$ cat src/rtl/fifo_pkg.sv
// Shared definitions for the synchronous FIFO family.
// Contents: default width/depth constants and the count-width helper used by
// the FIFO top level and by anything that models or drives it.
package fifo_pkg;

  localparam int unsigned FIFO_DATA_W_DEF = 8;
  localparam int unsigned FIFO_DEPTH_DEF  = 16;

  // Occupancy counter width: one extra bit so the value DEPTH is representable.
  function automatic int unsigned fifo_cnt_w(input int unsigned depth);
    return $clog2(depth) + 1;
  endfunction

endpackage : fifo_pkg

$ cat src/rtl/fifo_ram.sv
// Simple dual-port storage array for the synchronous FIFO.
// Ports:
//   clk, rst        - clock, async active-high reset (read register only)
//   we, waddr, wdata - synchronous write port
//   re, raddr, rdata - registered read port; rdata holds when re is low
// Kept as a separate block so a vendor RAM macro can replace it.
module fifo_ram #(
  parameter int unsigned DATA_W = 8,
  parameter int unsigned DEPTH  = 16
) (
  input  logic                       clk,
  input  logic                       rst,
  input  logic                       we,
  input  logic [$clog2(DEPTH)-1:0]   waddr,
  input  logic [DATA_W-1:0]          wdata,
  input  logic                       re,
  input  logic [$clog2(DEPTH)-1:0]   raddr,
  output logic [DATA_W-1:0]          rdata
);

  logic [DATA_W-1:0] mem [DEPTH];

  // Storage array: written only, never reset.
  always_ff @(posedge clk) begin
    if (we) begin
      mem[waddr] <= wdata;
    end
  end

  // Registered read; a same-address write in this cycle returns the old word.
  always_ff @(posedge clk or posedge rst) begin
    if (rst) begin
      rdata <= '0;
    end else if (re) begin
      rdata <= mem[raddr];
    end
  end

endmodule : fifo_ram

$ cat src/rtl/fifo_sync_param.sv
// Parametrised single-clock FIFO with occupancy count, programmable
// almost-full/almost-empty flags and overflow/underflow error pulses.
// Ports:
//   clk, rst          - clock, async active-high reset
//   we, data_in       - write request and data
//   re, data_out      - read request and registered read data
//   full, empty       - count == DEPTH / count == 0
//   almost_full       - count >= AF_LEVEL
//   almost_empty      - count <= AE_LEVEL
//   count             - current occupancy, $clog2(DEPTH)+1 bits
//   overflow          - one-cycle pulse after a rejected write
//   underflow         - one-cycle pulse after a rejected read
// All outputs are registered; flags track the post-edge occupancy.
module fifo_sync_param
  import fifo_pkg::*;
#(
  parameter int unsigned DATA_W   = FIFO_DATA_W_DEF,
  parameter int unsigned DEPTH    = FIFO_DEPTH_DEF,
  parameter int unsigned AF_LEVEL = DEPTH - 2,
  parameter int unsigned AE_LEVEL = 2
) (
  input  logic                          clk,
  input  logic                          rst,
  input  logic                          we,
  input  logic [DATA_W-1:0]             data_in,
  input  logic                          re,
  output logic [DATA_W-1:0]             data_out,
  output logic                          full,
  output logic                          empty,
  output logic                          almost_full,
  output logic                          almost_empty,
  output logic [fifo_cnt_w(DEPTH)-1:0]  count,
  output logic                          overflow,
  output logic                          underflow
);

  localparam int unsigned PTR_W = $clog2(DEPTH);
  localparam int unsigned CNT_W = fifo_cnt_w(DEPTH);

  // Reject illegal configurations at elaboration.
  if ((DEPTH < 4) || ((DEPTH & (DEPTH - 1)) != 0)) begin : g_bad_depth
    $error("fifo_sync_param: DEPTH must be a power of two and >= 4");
  end
  if ((AF_LEVEL < 1) || (AF_LEVEL > DEPTH)) begin : g_bad_af
    $error("fifo_sync_param: AF_LEVEL must be in 1..DEPTH");
  end
  if (AE_LEVEL > DEPTH - 1) begin : g_bad_ae
    $error("fifo_sync_param: AE_LEVEL must be in 0..DEPTH-1");
  end
  if (DATA_W < 1) begin : g_bad_w
    $error("fifo_sync_param: DATA_W must be >= 1");
  end

  logic [PTR_W-1:0] wr_ptr, wr_ptr_nxt;
  logic [PTR_W-1:0] rd_ptr, rd_ptr_nxt;
  logic [CNT_W-1:0] cnt_nxt;
  logic             full_nxt, empty_nxt, af_nxt, ae_nxt;
  logic             ovf_nxt, unf_nxt;
  logic             wa, ra;

  // Accept decisions, pointer/count next state and next-state flags.
  always_comb begin
    wa         = 1'b0;
    ra         = 1'b0;
    wr_ptr_nxt = wr_ptr;
    rd_ptr_nxt = rd_ptr;
    cnt_nxt    = count;

    // A full FIFO can still take a write when a read frees a slot this cycle;
    // an empty FIFO never reads, even alongside a write (no fall-through).
    wa = we & (~full | re);
    ra = re & ~empty;

    if (wa) begin
      wr_ptr_nxt = wr_ptr + PTR_W'(1);
    end
    if (ra) begin
      rd_ptr_nxt = rd_ptr + PTR_W'(1);
    end

    unique case ({wa, ra})
      2'b10:   cnt_nxt = count + CNT_W'(1);
      2'b01:   cnt_nxt = count - CNT_W'(1);
      default: cnt_nxt = count;
    endcase

    full_nxt  = (cnt_nxt == CNT_W'(DEPTH));
    empty_nxt = (cnt_nxt == CNT_W'(0));
    af_nxt    = (cnt_nxt >= CNT_W'(AF_LEVEL));
    ae_nxt    = (cnt_nxt <= CNT_W'(AE_LEVEL));
    ovf_nxt   = we & ~wa;
    unf_nxt   = re & ~ra;
  end

  // Control and status registers.
  always_ff @(posedge clk or posedge rst) begin
    if (rst) begin
      wr_ptr       <= '0;
      rd_ptr       <= '0;
      count        <= '0;
      full         <= 1'b0;
      empty        <= 1'b1;
      almost_full  <= 1'b0;
      almost_empty <= 1'b1;
      overflow     <= 1'b0;
      underflow    <= 1'b0;
    end else begin
      wr_ptr       <= wr_ptr_nxt;
      rd_ptr       <= rd_ptr_nxt;
      count        <= cnt_nxt;
      full         <= full_nxt;
      empty        <= empty_nxt;
      almost_full  <= af_nxt;
      almost_empty <= ae_nxt;
      overflow     <= ovf_nxt;
      underflow    <= unf_nxt;
    end
  end

  // Storage; its registered read port is data_out directly.
  fifo_ram #(
    .DATA_W (DATA_W),
    .DEPTH  (DEPTH)
  ) u_ram (
    .clk   (clk),
    .rst   (rst),
    .we    (wa),
    .waddr (wr_ptr),
    .wdata (data_in),
    .re    (ra),
    .raddr (rd_ptr),
    .rdata (data_out)
  );

endmodule : fifo_sync_param

$ cat config.mk
export PLATFORM = sky130hd
export DESIGN_NAME = fifo_sync_param
export DESIGN_NICKNAME = d
export VERILOG_FILES = /design/src/rtl/fifo_pkg.sv /design/src/rtl/fifo_ram.sv /design/src/rtl/fifo_sync_param.sv
export SDC_FILE = /design/constraint.sdc
export NUM_CORES = 1
export LEC_CHECK = 0
export CORE_MARGIN = 3
export CORE_UTILIZATION = 50
export CTS_CLUSTER_SIZE = 25
export DETAILED_ROUTE_END_ITERATION = 8
export PLACE_DENSITY = 0.68
export SYNTH_ARGS = -nofsm -noshare
export SYNTH_HDL_FRONTEND = slang
export SYNTH_SLANG_ARGS = --single-unit
$ cat constraint.sdc
create_clock -name clk -period 5.3 [get_ports clk]
set_clock_uncertainty 0.1 [all_clocks]
set_input_delay 0.795 -clock clk [delete_from_list [all_inputs] [get_ports clk]]
set_output_delay 0.795 -clock clk [all_outputs]
set_load 0.01 [all_outputs]
==> flow_summary.ini, run 1 <==
[status]
status = complete, no violations

[synth]
synth-seq-cells = 155
syn_area_per_cell_um2 = 18.7
synth_edf_count = 128
ys_warn_count = 0
async_flop_share_pct = 17.4
ys_types = 42
synth_common_cells = 128 x edfxtp_1, 32 x mux4_2, 25 x dfrtp_1
synth.largest_area_cell = edfxtp_1
ys.flop_type = edfxtp_1
synth_area_leaders = edfxtp_1 62%, mux4_2 12%, dfrtp_1 10%
synth_area_um2 = 6230
yosysSeqAreaShare_pct = 72.6
syn-instance-count = 334
synth_nets = 354
yosysMostFrequentCell = edfxtp_1
synth_top_area_share_pct = 61.7

[power]
seqPwrFrac_pct = 41.5
p_clk_share_pct = 30.4
combPwrFrac_pct = 28.1
p_int_w = 0.00285
switchingPower_w = 0.00122
vdd_drop_max_mv = 0.279
power.density_nw_per_um2 = 554
power.leakage_nw = 2.51
switching_share_pct = 30.0

[global_route]
globalRoute.totalOverflow = 0
use_met3_pct = 6.30
grt_max_degree = 28
grt_use_met1_pct = 23.6
grt_pass1_wl_mm = 18.2
grt_pass1_vias = 3182
top_usage_layer = met2
track_usage_pct = 17.8
antenna_found_initial = 0
grt_use_met2_pct = 26.9

[drt]
drt-initial-drc-count = 221
routed-via-count = 3045
ant_nets = 0
routed_wl_mm = 11.5
via_per_inst = 5.50
wl_per_cell_um = 20.7
drc = 0
first_pass_iters = 4

[clock_network]
clock-sinks = 155
cts_hold_buffers = 0
cts.htree.levels = 4
cts_tree = built
cts_root_buffer = clkbuf_16
cts_buffers = 17
path_clk_slew_ns = 0.06
clock_latency_ns = 0.42
postCtsSetupBuffers = 0
ctsResizeCount = 0
cts_buffer_depth = 2

[timing]
drv_slew = 0
max_clock_freq_mhz = 268
hold_viol_final = 0
tns_ns = 0
fin_crit_ns = 3.73
finalSetupViolations = 0
slew_headroom_pct = 31.4
finalCritPeriodShare_pct = 70.4
rsz0062_at_grt = false
worst_pin_slew_ns = 1.03

[cells_and_area]
fin_util_pct = 60.6
stdcell_count = 554
postLayoutCellArea_um2 = 7340
final_nets = 393
antennaDiodeCount = 0
drive_above_1_share_pct = 21.5
area_growth_pct = 17.9

[place]
gp_routability_congestion = 0.742
dp_hpwl_mm = 7.34
post_dp_cell_area_um2 = 6730
dp.cells = 522
port_buffers = 30

[worst_setup_path]
crit_path_frequent_cell = ha_1
r2r_setup_slack_ns = 1.82
worst-path-max-fanout = 19
critPathArrivalTime_ns = 3.92
cp-end-kind = flop
required_ns = 5.49
worstSetupPathType = input pin to flop
max_stage_delay_ns = 0.49
cpMaxStageDelayCell = clkdlybuf4s50_1
worstPathCellList = clkdlybuf4s50_1, nand2b_1, inv_2, ha_1, xor2_1, ha_1, a21oi_1, a2bb2oi_1, a311oi_2, xor2_2, a2111oi_1
startpoint_type = input pin

[die]
start_util_pct = 51.4
row_count = 40
io_pins = 31
coreArea_um2 = 12100
fp.dieArea_um2 = 13800
fp.dieW_um = 118
die_h_um = 118

[run]
cap_violations = 0

[min_path]
hp-class = flop to flop
-- worst max-delay path, delay by kind of cell --
kind / cells / cell delay, ns
AND/OR/NAND/NOR: 1 / 0.41
adder cells (fa/ha/maj): 2 / 0.61
buffers and inverters: 2 / 0.76
XOR/XNOR: 2 / 0.36
AO/OA/AOI/OAI: 4 / 0.97
-- layer usage --
layer	part of all wire [%]	routed length, um
met1	43	4960
met2	49	5590
met3	5.7	649
met4	2.2	251
met5	0	0
-- final timing paths --
| check | startpoint | endpoint | cells after the start |
|---|---|---|---|
| max | re | almost_empty | 11 |
| min | u_ram.rdata[4] | u_ram.rdata[4] | 2 |
| max reg2reg | empty | almost_empty | 10 |
| min reg2reg | u_ram.rdata[4] | u_ram.rdata[4] | 2 |
| max in group asynchronous | rst | rd_ptr[0] | 2 |
| min in group asynchronous | rst | u_ram.rdata[5] | 2 |
-- cell families after synthesis --
family,Yosys count,synth area share (%)
adder cells (fa/ha/maj),8,1.61
XOR/XNOR,11,1.67
AND/OR/NAND/NOR,55,4.74
flip-flops,155,72.6
multiplexers,49,14.3
buffers and inverters,27,2.01
AO/OA/AOI/OAI,29,3.09
-- state kept, by name (all words and copies together) (netlist names) --
| signal | flops |
|---|---|
| almost_empty | 1 |
| almost_full | 1 |
| count | 5 |
| empty | 1 |
| full | 1 |
| overflow | 1 |
| rd_ptr | 4 |
| u_ram.mem | 128 |
| u_ram.rdata | 8 |
| underflow | 1 |
| wr_ptr | 4 |
-- power by group through the flow --
stage | clock network [W] | logic [W] | registers [W]
finish | 0.00124 | 0.00114 | 0.00169
global route | 0.00130 | 0.00125 | 0.00172
CTS | 0.00126 | 0.00115 | 0.00169
detailed placement | 0 | 0.00115 | 0.00172
global placement | 0 | 0.00113 | 0.00171
floorplan | 0 | 0.000834 | 0.00164
-- metrics by stage --
stage	hold slack, ns	power [W]	worst slack [ns]
after floorplan	0.427	0.00248	2.05
after global placement	0.391	0.00284	1.32
after detailed placement	0.398	0.00286	1.17
after CTS	0.411	0.00411	1.59
after global routing	0.444	0.00427	1.23
final	0.412	0.00407	1.57
-- cells in the final DEF, fill, tap and decap left out, types with 2 or more instances in the layout --
| cell | synthesis | routed |
|---|---|---|
| nand2b_1 | 3 | 3 |
| dfrtp_1 | 25 | 24 |
| clkinvlp_4 | 0 | 3 |
| clkdlybuf4s50_1 | 0 | 30 |
| clkbuf_1 | 8 | 2 |
| inv_6 | 0 | 3 |
| nor2_1 | 12 | 12 |
| nor4_2 | 0 | 4 |
| mux4_2 | 32 | 32 |
| bufinv_16 | 0 | 3 |
| inv_1 | 8 | 8 |
| nand4_1 | 2 | 2 |
| edfxtp_1 | 128 | 128 |
| and2_1 | 10 | 10 |
| a21oi_1 | 11 | 11 |
| ha_1 | 8 | 8 |
| dfstp_2 | 2 | 2 |
| buf_4 | 3 | 7 |
| xnor2_1 | 6 | 6 |
| xor2_1 | 4 | 4 |
| nor3_1 | 6 | 6 |
| o21ai_1 | 6 | 6 |
| inv_2 | 2 | 2 |
| o31ai_1 | 3 | 3 |
| nor2b_1 | 2 | 2 |
| mux2i_1 | 16 | 16 |
| nand2_1 | 10 | 10 |
| clkbuf_16 | 0 | 17 |
-- layout make-up --
type                    count  area [um^2]
multi-input cells         152         1610
repair buffers             37          353
fillers                   892         4770
clock buffers              20          447
well taps                 168          210
inverters                  10         37.5
clock inverters            12          164
flip-flops and latches    155         4520
Note: power is estimated with default switching activity, not from simulation.
==> run 2, diff against run 1 <==
--- a/config.mk
+++ b/config.mk
@@ -9,7 +9,7 @@
 export CORE_UTILIZATION = 50
 export CTS_CLUSTER_SIZE = 25
 export DETAILED_ROUTE_END_ITERATION = 8
-export PLACE_DENSITY = 0.68
+export PLACE_DENSITY = 0.71
 export SYNTH_ARGS = -nofsm -noshare
 export SYNTH_HDL_FRONTEND = slang
 export SYNTH_SLANG_ARGS = --single-unit
==> constraint.sdc (replaced) <==
create_clock -name clk -period 3.4 [get_ports clk]
set_clock_uncertainty 0.1 [all_clocks]
set_input_delay 0.51 -clock clk [delete_from_list [all_inputs] [get_ports clk]]
set_output_delay 0.51 -clock clk [all_outputs]
set_load 0.01 [all_outputs]
==> run 2 against run 1 <==
Against the previous run:
- cell count up 1.6%
- cell area up 0.20%
- clock-buffer cell count down 1
- highest routed layer unchanged
- sequential cell count unchanged
- die area unchanged
- register-to-register slack worse by 1.2 ns
- combinational power up 61%
- global-route usage up 1.4 points
- total power up 53%
- largest cell class unchanged
==> flow_summary.ini, run 2 (synthesis gave the netlist of run 1 again) <==
[die]
row_count = 40
fp.dieArea_um2 = 13800
die_h_um = 118
fp.dieW_um = 118
coreArea_um2 = 12100
io_pins = 31
start_util_pct = 51.4

[cells_and_area]
final_common_cell = edfxtp_1
drive_above_1_share_pct = 22.5
layout_common_cells = 128 x edfxtp_1, 32 x mux4_2, 30 x clkdlybuf4s50_1
largest_reg_flops = 128
antennaDiodeCount = 0
fillCellCount = 890
stdcell_count = 563
area_growth_pct = 18.1
reg_top3 = u_ram.mem x128, u_ram.rdata x8, count x5
final_nets = 402
max_flop_register = u_ram.mem

[power]
vdd_drop_max_mv = 0.375
power.total_w = 0.00623
power.leakage_nw = 2.54
power.density_nw_per_um2 = 847

[worst_setup_path]
worstSetupPathType = input pin to flop
startpoint_type = input pin
critPathArrivalTime_ns = 3.15
required_ns = 3.59
cp-end-kind = flop
worst-path-max-fanout = 7

[clock_network]
clock_latency_ns = 0.42
clock-sinks = 155
cts_buffer_depth = 2
ctsResizeCount = 0
cts_root_buffer = clkbuf_16
path_clk_slew_ns = 0.06
cts.htree.levels = 4
postCtsSetupBuffers = 0
cts_hold_buffers = 0
cts_buffers = 17
cts_tree = built

[min_path]
hp-class = flop to flop

[timing]
holdWs_ns = 0.408
rsz0062_at_grt = false
finalSetupViolations = 0
worst_pin_slew_ns = 0.841
slew_headroom_pct = 43.9
max_clock_freq_mhz = 338
finalCritPeriodShare_pct = 87.0
drv_slew = 0
hold_viol_final = 0
fin_crit_ns = 2.96
tns_ns = 0

[global_route]
use_met3_pct = 4.90
grt_max_degree = 28
top_usage_layer = met2
grt_pass1_wl_mm = 19.5
track_usage_pct = 19.3
globalRoute.totalOverflow = 0
grt_use_met1_pct = 25.8
grt_pass1_vias = 3307
grt_use_met2_pct = 30.7
antenna_found_initial = 0

[drt]
wl_per_cell_um = 21.9
ant_nets = 0
drt-initial-drc-count = 292
routed-via-count = 3113
via_per_inst = 5.53
drc = 0
first_pass_iters = 4
routed_wl_mm = 12.4

[run]
cap_violations = 0

[place]
dp.cells = 531
gp_routability_congestion = 0.792
port_buffers = 30
dp_hpwl_mm = 7.75

[status]
status = complete, no violations
==> run 2: worst max-delay path: stages <==
cell	delay, ns
clkdlybuf4s50_1	0.44
nand2b_1	0.17
and2_1	0.18
inv_2	0.14
ha_1	0.20
xor2_1	0.15
ha_1	0.21
a21oi_1	0.08
a2bb2oi_1	0.17
a311oi_2	0.33
xor2_2	0.15
a2111oi_1	0.40
==> run 2: path summary, 6_finish.rpt <==
check	slack [ns]	to	depth (start not counted)	startpoint
max	0.44	almost_empty	12	re
max reg2reg	0.66	almost_empty	10	empty
max in group asynchronous	2.07	u_ram.rdata[5]	3	rst
min reg2reg	0.41	u_ram.rdata[3]	2	u_ram.rdata[3]
min	0.41	u_ram.rdata[3]	2	u_ram.rdata[3]
min in group asynchronous	0.46	overflow	2	rst
==> run 2: area by class of cell <==
class | count | area [um^2] | area share (%)
clock buffers | 19 | 433 | 5.88
clock inverters | 13 | 125 | 1.70
inverters | 10 | 37.5 | 0.510
multi-input cells | 152 | 1610 | 21.9
flip-flops and latches | 155 | 4520 | 61.5
well taps | 168 | 210 | 2.86
repair buffers | 46 | 420 | 5.71
==> run 2: report_power, final <==
group,switching (W),total [W],internal (W)
combinational,0.000927,0.00183,0.000907
sequential,0.000250,0.00262,0.00237
clock,0.000712,0.00178,0.00107
total,0.00189,0.00623,0.00434
==> run 2: through the flow <==
step	area, um^2	setup WS [ns]	utilization [%]
finish	7360	0.443	60.8
global route	7360	0.228	60.8
CTS	7360	0.460	60.8
detailed placement	6800	0.0295	56.1
global placement	6800	0.156	56.1
floorplan	6230	0.436	-
==> run 2: per-layer routing <==
| metal | wire length, um | up-vias | share of wire, % |
|---|---|---|---|
| met5 | 0 | - | 0 |
| met4 | 201 | 0 | 1.6 |
| met3 | 594 | 18 | 4.8 |
| met2 | 6190 | 84 | 50 |
| met1 | 5370 | 1602 | 43 |
| li1 | - | 1409 | - |
